<file path="config.mk">
export PLATFORM = sky130hd
export DESIGN_NAME = core_ldst_sequencer
export DESIGN_NICKNAME = d
export VERILOG_FILES = /design/src/rtl/core_isa_pkg.sv /design/src/rtl/core_uarch_pkg.sv /design/src/rtl/core_ldst_pick_lowest.sv /design/src/rtl/core_ldst_sequencer.sv
export SDC_FILE = /design/constraint.sdc
export NUM_CORES = 1
export LEC_CHECK = 0
export BUFFER_PORTS_ARGS = -buffer_cell sky130_fd_sc_hd__clkbuf_2
export CORE_ASPECT_RATIO = 0.75
export CORE_UTILIZATION = 28
export DETAILED_ROUTE_END_ITERATION = 12
export MAX_ROUTING_LAYER = met4
export PLACE_DENSITY_LB_ADDON = 0.05
export SLEW_MARGIN = 25
export SYNTH_ARGS = -nofsm -noshare
export SYNTH_HDL_FRONTEND = slang
export SYNTH_SLANG_ARGS = --single-unit
</file>
<file path="constraint.sdc">
create_clock -name clk -period 5.35 [get_ports clk]
set_input_delay 0.535 -clock clk [delete_from_list [all_inputs] [get_ports clk]]
set_output_delay 0.535 -clock clk [all_outputs]
set_load 0.005 [all_outputs]
</file>
<file path="src/rtl/core_isa_pkg.sv">
// core_isa_pkg
//   Architectural constants shared by the core's decode and memory stages.
//   ISA_WORD_BYTES : byte stride between consecutive block-transfer words.
package core_isa_pkg;

    localparam int ISA_WORD_BYTES = 4;

endpackage : core_isa_pkg

</file>
<file path="src/rtl/core_uarch_pkg.sv">
// core_uarch_pkg
//   Micro-architectural types shared between the load/store decode stage and
//   the load/store sequencer.
//   ldst_size   : memory access width.
//   ldst_decode : one decoded load/store transfer, as handed to the sequencer.
//   ldst_state  : sequencer control state.
package core_uarch_pkg;

    // Upper bound for register-file size carried by the decode record.
    // Sequencers configured with fewer registers use the low slice.
    localparam int LDST_MAX_REGS  = 16;
    localparam int LDST_REG_IDX_W = $clog2(LDST_MAX_REGS);

    typedef enum logic [1:0] {
        LDST_BYTE = 2'd0,
        LDST_HALF = 2'd1,
        LDST_WORD = 2'd2
    } ldst_size;

    typedef struct packed {
        logic [LDST_REG_IDX_W-1:0] rn;
        logic [LDST_REG_IDX_W-1:0] rd;
        ldst_size                  size;
        logic                      load;
        logic                      increment;
        logic                      writeback;
        logic                      sign_extend;
        logic                      pre_indexed;
        logic                      unprivileged;
        logic                      user_regs;
        logic [LDST_MAX_REGS-1:0]  regs;
    } ldst_decode;

    typedef enum logic [1:0] {
        LDST_IDLE = 2'd0,
        LDST_XFER = 2'd1,
        LDST_DONE = 2'd2
    } ldst_state;

endpackage : core_uarch_pkg

</file>
<file path="src/rtl/core_ldst_pick_lowest.sv">
// core_ldst_pick_lowest
//   Combinational helper: finds the lowest set bit of a register mask.
//   Ports:
//     mask : input register mask (N bits).
//     idx  : index of the lowest set bit (0 when mask is empty).
//     rest : mask with that lowest set bit cleared.
module core_ldst_pick_lowest #(
    parameter  int N = 16,
    localparam int W = $clog2(N)
) (
    input  logic [N-1:0] mask,
    output logic [W-1:0] idx,
    output logic [N-1:0] rest
);

    // Scan from the top down so the last hit is the lowest set bit.
    always_comb begin
        idx = '0;
        for (int i = N - 1; i >= 0; i--) begin
            if (mask[i]) begin
                idx = W'(i);
            end
        end
    end

    // Subtracting one borrows through the trailing zeros and flips exactly
    // the lowest set bit, so the AND removes only that bit.
    assign rest = mask & (mask - N'(1));

endmodule : core_ldst_pick_lowest

</file>
<file path="src/rtl/core_ldst_sequencer.sv">
// core_ldst_sequencer
//   Turns one decoded load/store transfer into a sequence of memory requests
//   over a valid/ready handshake, then reports the base-register writeback.
//   Single transfers issue one beat; block transfers issue one beat per set
//   bit of the register mask in ascending register order.
//   Ports:
//     clk, rst_n          : clock, asynchronous active-low reset.
//     start/start_ready   : transfer hand-off from decode (ready only in IDLE).
//     multiple, decode,
//     base, offset        : the transfer being handed over.
//     mem_*               : memory request channel (mem_valid/mem_ready).
//     done                : one-cycle completion pulse.
//     wb_valid/wb_reg/
//     wb_value            : base-register writeback, qualified by done.
module core_ldst_sequencer
    import core_uarch_pkg::*;
    import core_isa_pkg::*;
#(
    parameter  int ADDR_W     = 32,
    parameter  int NUM_REGS   = 16,
    parameter  int WORD_BYTES = ISA_WORD_BYTES,
    localparam int REG_W      = $clog2(NUM_REGS)
) (
    input  logic              clk,
    input  logic              rst_n,

    input  logic              start,
    output logic              start_ready,
    input  logic              multiple,
    input  ldst_decode        decode,
    input  logic [ADDR_W-1:0] base,
    input  logic [ADDR_W-1:0] offset,

    output logic              mem_valid,
    input  logic              mem_ready,
    output logic [ADDR_W-1:0] mem_addr,
    output logic              mem_write,
    output ldst_size          mem_size,
    output logic              mem_sign_extend,
    output logic              mem_user,
    output logic [REG_W-1:0]  mem_reg,
    output logic              mem_user_regs,

    output logic              done,
    output logic              wb_valid,
    output logic [REG_W-1:0]  wb_reg,
    output logic [ADDR_W-1:0] wb_value
);

    localparam logic [ADDR_W-1:0] STRIDE     = ADDR_W'(WORD_BYTES);
    // WORD_BYTES is a power of two; this clears the sub-word address bits.
    localparam logic [ADDR_W-1:0] ALIGN_MASK = ~ADDR_W'(WORD_BYTES - 1);

    function automatic logic [REG_W:0] popcount(input logic [NUM_REGS-1:0] v);
        logic [REG_W:0] c;
        c = '0;
        for (int i = 0; i < NUM_REGS; i++) begin
            c = c + (REG_W + 1)'(v[i]);
        end
        return c;
    endfunction

    // ------------------------------------------------------------------
    // Latched transfer
    // ------------------------------------------------------------------
    ldst_state           state_reg;
    logic [NUM_REGS-1:0] mask_reg;
    logic [ADDR_W-1:0]   addr_reg;
    logic [ADDR_W-1:0]   wb_value_reg;
    logic                wb_en_reg;
    logic [REG_W-1:0]    rn_reg;
    logic [REG_W-1:0]    rd_reg;
    ldst_size            size_reg;
    logic                load_reg;
    logic                sext_reg;
    logic                unpriv_reg;
    logic                user_regs_reg;
    logic                multiple_reg;

    // ------------------------------------------------------------------
    // Start-of-transfer address and writeback computation
    // ------------------------------------------------------------------
    logic [NUM_REGS-1:0] regs_in;
    logic [REG_W:0]      reg_count;
    logic [ADDR_W-1:0]   block_span;
    logic [ADDR_W-1:0]   single_wb;
    logic [ADDR_W-1:0]   single_addr;
    logic [ADDR_W-1:0]   block_wb;
    logic [ADDR_W-1:0]   block_addr_raw;
    logic [ADDR_W-1:0]   block_addr;

    assign regs_in    = decode.regs[NUM_REGS-1:0];
    assign reg_count  = popcount(regs_in);
    assign block_span = STRIDE * ADDR_W'(reg_count);

    assign single_wb   = decode.increment ? (base + offset) : (base - offset);
    assign single_addr = decode.pre_indexed ? single_wb : base;

    assign block_wb = decode.increment ? (base + block_span) : (base - block_span);

    // The block always walks upward, so decrementing modes start at the
    // lowest address the block will touch.
    always_comb begin
        block_addr_raw = base;
        case ({decode.increment, decode.pre_indexed})
            2'b10:   block_addr_raw = base;
            2'b11:   block_addr_raw = base + STRIDE;
            2'b00:   block_addr_raw = base - block_span + STRIDE;
            default: block_addr_raw = base - block_span;
        endcase
    end

    assign block_addr = block_addr_raw & ALIGN_MASK;

    // ------------------------------------------------------------------
    // Block-transfer iteration
    // ------------------------------------------------------------------
    logic [REG_W-1:0]    pick_idx;
    logic [NUM_REGS-1:0] pick_rest;

    core_ldst_pick_lowest #(
        .N (NUM_REGS)
    ) u_pick (
        .mask (mask_reg),
        .idx  (pick_idx),
        .rest (pick_rest)
    );

    // ------------------------------------------------------------------
    // Control
    // ------------------------------------------------------------------
    always_ff @(posedge clk or negedge rst_n) begin
        if (!rst_n) begin
            state_reg     <= LDST_IDLE;
            mask_reg      <= '0;
            addr_reg      <= '0;
            wb_value_reg  <= '0;
            wb_en_reg     <= 1'b0;
            rn_reg        <= '0;
            rd_reg        <= '0;
            size_reg      <= LDST_BYTE;
            load_reg      <= 1'b0;
            sext_reg      <= 1'b0;
            unpriv_reg    <= 1'b0;
            user_regs_reg <= 1'b0;
            multiple_reg  <= 1'b0;
        end else begin
            case (state_reg)
                LDST_IDLE: begin
                    if (start) begin
                        rn_reg        <= decode.rn[REG_W-1:0];
                        rd_reg        <= decode.rd[REG_W-1:0];
                        load_reg      <= decode.load;
                        unpriv_reg    <= decode.unprivileged;
                        user_regs_reg <= decode.user_regs;
                        multiple_reg  <= multiple;
                        if (multiple) begin
                            mask_reg     <= regs_in;
                            addr_reg     <= block_addr;
                            wb_value_reg <= block_wb;
                            size_reg     <= LDST_WORD;
                            sext_reg     <= 1'b0;
                            if (regs_in == '0) begin
                                // Nothing to move: complete without a
                                // request and without touching the base.
                                wb_en_reg <= 1'b0;
                                state_reg <= LDST_DONE;
                            end else begin
                                wb_en_reg <= decode.writeback;
                                state_reg <= LDST_XFER;
                            end
                        end else begin
                            mask_reg     <= '0;
                            addr_reg     <= single_addr;
                            wb_value_reg <= single_wb;
                            size_reg     <= decode.size;
                            sext_reg     <= decode.sign_extend;
                            wb_en_reg    <= decode.writeback;
                            state_reg    <= LDST_XFER;
                        end
                    end
                end

                LDST_XFER: begin
                    if (mem_ready) begin
                        if (multiple_reg) begin
                            mask_reg <= pick_rest;
                            addr_reg <= addr_reg + STRIDE;
                        end
                        if (!multiple_reg || (pick_rest == '0)) begin
                            state_reg <= LDST_DONE;
                        end
                    end
                end

                LDST_DONE: begin
                    state_reg <= LDST_IDLE;
                end

                default: begin
                    state_reg <= LDST_IDLE;
                end
            endcase
        end
    end

    // ------------------------------------------------------------------
    // Outputs
    // ------------------------------------------------------------------
    logic xfer;
    assign xfer = (state_reg == LDST_XFER);

    assign start_ready = (state_reg == LDST_IDLE);

    // Request attributes are gated by mem_valid so the channel reads all-zero
    // when idle; while valid they come straight from registers and therefore
    // stay stable across a stall.
    assign mem_valid       = xfer;
    assign mem_addr        = xfer ? addr_reg : '0;
    assign mem_write       = xfer & ~load_reg;
    assign mem_size        = xfer ? size_reg : LDST_BYTE;
    assign mem_sign_extend = xfer & sext_reg;
    assign mem_user        = xfer & unpriv_reg;
    assign mem_reg         = xfer ? (multiple_reg ? pick_idx : rd_reg) : '0;
    assign mem_user_regs   = xfer & user_regs_reg;

    assign done     = (state_reg == LDST_DONE);
    assign wb_valid = done & wb_en_reg;
    assign wb_reg   = rn_reg;
    assign wb_value = wb_value_reg;

endmodule : core_ldst_sequencer

</file>
==> key figures <==
Outcome
  • Status: finished with violations
  • Failing checks: negative setup slack

Synthesis
  • Sequential element share of the synthesized area: 0.201
  • Yosys top cell area share: 0.201
  • Area leader, netlist: dfrtp_1
  • Post-synth ARST share: 1.00
  • Synth Flop Type: dfrtp_1
  • Synth cell types: 81
  • Post-synth EDFFs: 0
  • Post-Syn Instances: 1706
  • Register bit total from synthesis: 98
  • Synth area leaders: dfrtp_1 20%, a21oi_1 6.5%, nand2_1 6.3%
  • Syn Nets: 1875
  • Yosys warns: 0
  • Post-Syn Area per Cell: 7.15 sq um
  • Cell Area, Synth: around 0.012 sq mm

Power and ir drop
  • Combinational share of power: 0.705
  • Switching pwr: 3.59 mW
  • Reg power frac: 0.192
  • Sw Share: 0.482
  • Internal: between 3 and 4 mW
  • Pwr dens: 441 mW/mm^2
  • Leak Pwr: ~7.3 nW
  • Worst vdd ir: 0.322 mV
  • Clock share of power: 0.103

Clocking
  • Depth of the CTS H-tree: 3
  • CTS Root Cell: clkbuf_16
  • Num CTS Buffers: 9
  • CTS clock-pin slew for the worst setup and hold paths: about 0.090 ns
  • CTS max path bufs: 2
  • Clk sink count: between 90 and 100
  • CTS tree: built
  • Later-pin clock latency in the skew report: 0.41 ns
  • Hold-fix buffers, CTS: 0

Global routing
  • Initial antenna violation count: 1
  • Largest net degree at the start of global routing: a little over 70
  • First-pass GRT wire length: 85.1 mm
  • Grt total ovfl: 0
  • Total GRT Usage: 0.259
  • Vias in the first global route: 13596

Finish
  • Seq. cell area: 0.00245 sq mm
  • Post-route insts no fill: 2597
  • Diode count: 0
  • Util after Layout: 0.397
  • Share of layout cells above drive strength 1: 0.312
  • Area occupied by multi-input gates: 0.0102 sq mm
  • Fillers: between 4000 and 5000
  • Cell area after layout: 0.0169 sq mm
  • Final nets: 2192
  • Synthesis-to-finish area growth: 38.3%

Critical path
  • CP Max Fanout: 6
  • Crit path capture type: register
  • Worst Setup Path Type: input pin to register
  • Critical Path RT: approximately 5.7 ns
  • CP arrival: 6.33 ns
  • CP Launch Type: input pin

Placement
  • Routability cong.: 0.925
  • Area post-placement: 0.0150 sq mm
  • Post-DP HPWL: 43.5 mm
  • Port Buffers: roughly 180
  • Placed Cells: 2540
  • Worst slack at placement: -1.33 ns

Timing
  • Final setup fails: 49
  • RSZ-0062 raised after global routing: true
  • Final min period: 6.03 ns
  • Worst relative slew slack: 0.312
  • Final Hold Fails: 0
  • Tightest Pin Transition: 1.03 ns
  • Crit share post-route: 1.13
  • Fmax: 166 MHz
  • Count of pins over their slew limit: 0
  • Clock Skew: 0.0150 ns
  • Setup slack after layout: -0.680 ns

Routing
  • Vias per inst: around 5.5
  • Wire per inst: 21.9 um
  • Post-DRT Antenna Nets: 0
  • Pre-Repair DR Iteration Count: 5
  • Remaining routing DRC violations: 0
  • Vias post-DR: 14167
  • Drt first-iter violations: 904
  • Final WL: 56.8 mm

Floorplan
  • Die height: 183 um
  • Die area: roughly 0.044 sq mm
  • Ports: around 180
  • CORE AREA: 0.0425 sq mm
  • Die Width: about 240 um
  • Starting density of the core: 0.287
  • Rows: 65

Worst hold path
  • Worst Hold Class: input pin to asynchronous set/reset pin

Flow run
  • Max_cap viols: 0
layout make-up:
cell class | count | area share
Clock buffer | 11 | 0.0144
Clock inverter | 5 | 0.00400
Inverter | 74 | 0.0171
Multi-Input combinational cell | 1423 | 0.603
Sequential cell | 98 | 0.145
Tap cell | 569 | 0.0422
Timing Repair Buffer | 417 | 0.174
worst max-delay path, cell delays in order:
cell	delay, ns
buf_6	0.07
inv_4	0.03
fa_1	0.51
fa_1	0.56
fa_1	0.45
fa_1	0.49
inv_1	0.04
ha_2	0.19
fa_2	0.50
buf_6	0.15
fa_2	0.36
or2_4	0.29
a211oi_4	0.32
o21ai_2	0.11
a222oi_1	0.40
buf_4	0.21
nand4_1	0.23
buf_4	0.23
nor3b_2	0.20
xnor2_1	0.15
a211oi_1	0.09
a211oi_1	0.22
metal layers:
| layer | GRT usage | vias to the layer above | share of wire |
|---|---|---|---|
| li1 | - | 6799 | - |
| met1 | 0.349 | 6978 | 0.48 |
| met2 | 0.410 | 343 | 0.46 |
| met3 | 0.0332 | 47 | 0.042 |
| met4 | 0.0664 | 0 | 0.021 |
| met5 | - | - | 0 |
cell families (layout without fill, tap and decap cells):
group	Yosys count	count (layout)	synth area share
AOI/OAI and AO/OA	525	525	0.273
xor gates and xnor gates	137	137	0.0983
adders and majority gates	69	69	0.0783
buffers and inverters	185	507	0.0576
DFF	98	98	0.201
muxes	38	38	0.0321
and+or+nand+nor	654	654	0.259
cells in the mapped netlist, drive strengths merged (13+ instances only):
cell type	n
a211oi	28
a21o	28
a21oi	159
a31oi	23
and2	49
and3	18
buf	16
clkbuf	95
dfrtp	98
fa	13
ha	54
inv	72
mux2i	29
nand2	205
nand3	60
nand4	27
nor2	146
nor2b	15
nor3	38
nor4	37
o21ai	118
o22ai	26
o31ai	18
or3	16
xnor2	67
xor2	70
metrics by stage:
stage / setup TNS [ns] / hold slack [ns] / power [mW]
3_3_place_gp: -49.99 / 0.446 / 5.88
3_5_place_dp: -49.81 / 0.448 / 5.88
5_1_grt: -26.14 / 0.247 / 8.02
4_1_cts: -17.56 / 0.205 / 7.10
2_1_floorplan: -16.80 / 0.239 / 3.92
6_report: -17.84 / 0.198 / 7.44
power groups by stage:
stage / clock network (mW) / logic (mW) / registers, mW
after global placement: 0 / 4.45 / 1.43
after detailed placement: 0 / 4.44 / 1.43
final: 0.766 / 5.24 / 1.42
after CTS: 0.794 / 4.89 / 1.42
after floorplan: 0 / 2.58 / 1.33
after global routing: 0.815 / 5.72 / 1.48
what timing repair did:
item / in CTS / in global routing
endpoints found under the setup margin: 52 / 53
gates resized for setup: 156 / 125
buffers inserted: 24 / 21
gates cloned: 0 / 0
pin swaps: 83 / 79
cell usage in the layout (no fill, tap or decap), drive strengths merged, types with 7 or more instances in the layout:
cell type,n
xor2,70
mux2i,29
o311ai,9
and3,18
ha,54
nor2b,15
nor4,37
o21bai,12
o211ai,8
nand2,205
nand3,60
a211oi,28
o21a,9
fa,13
nand4,27
a2111oi,7
clkbuf,186
or2,7
o22ai,26
o31ai,18
mux2,9
a22oi,9
xnor2,67
a31oi,23
o21ai,118
o221ai,7
inv,77
a21oi,159
nand2b,11
and4,7
or3,16
a21o,28
nor2,146
nor3,38
and2,49
dfrtp,98
buf,242
path summary, 6_finish.rpt:
check / startpoint / to / slack [ns] / depth (start not counted)
setup / recovery: decode[0] / addr_reg[20] / -0.68 / 22
hold / removal: rst_n / wb_value[26] / 0.20 / 1
setup reg to reg: mask_reg[8] / state_reg[0] / 1.81 / 7
hold reg to reg: sext_reg / sext_reg / 0.46 / 2
max in group asynchronous: rst_n / wb_value[6] / 3.92 / 2
min in group clk: decode[29] / wb_reg[0] / 0.33 / 3
Note: power is estimated with default switching activity, not from simulation.
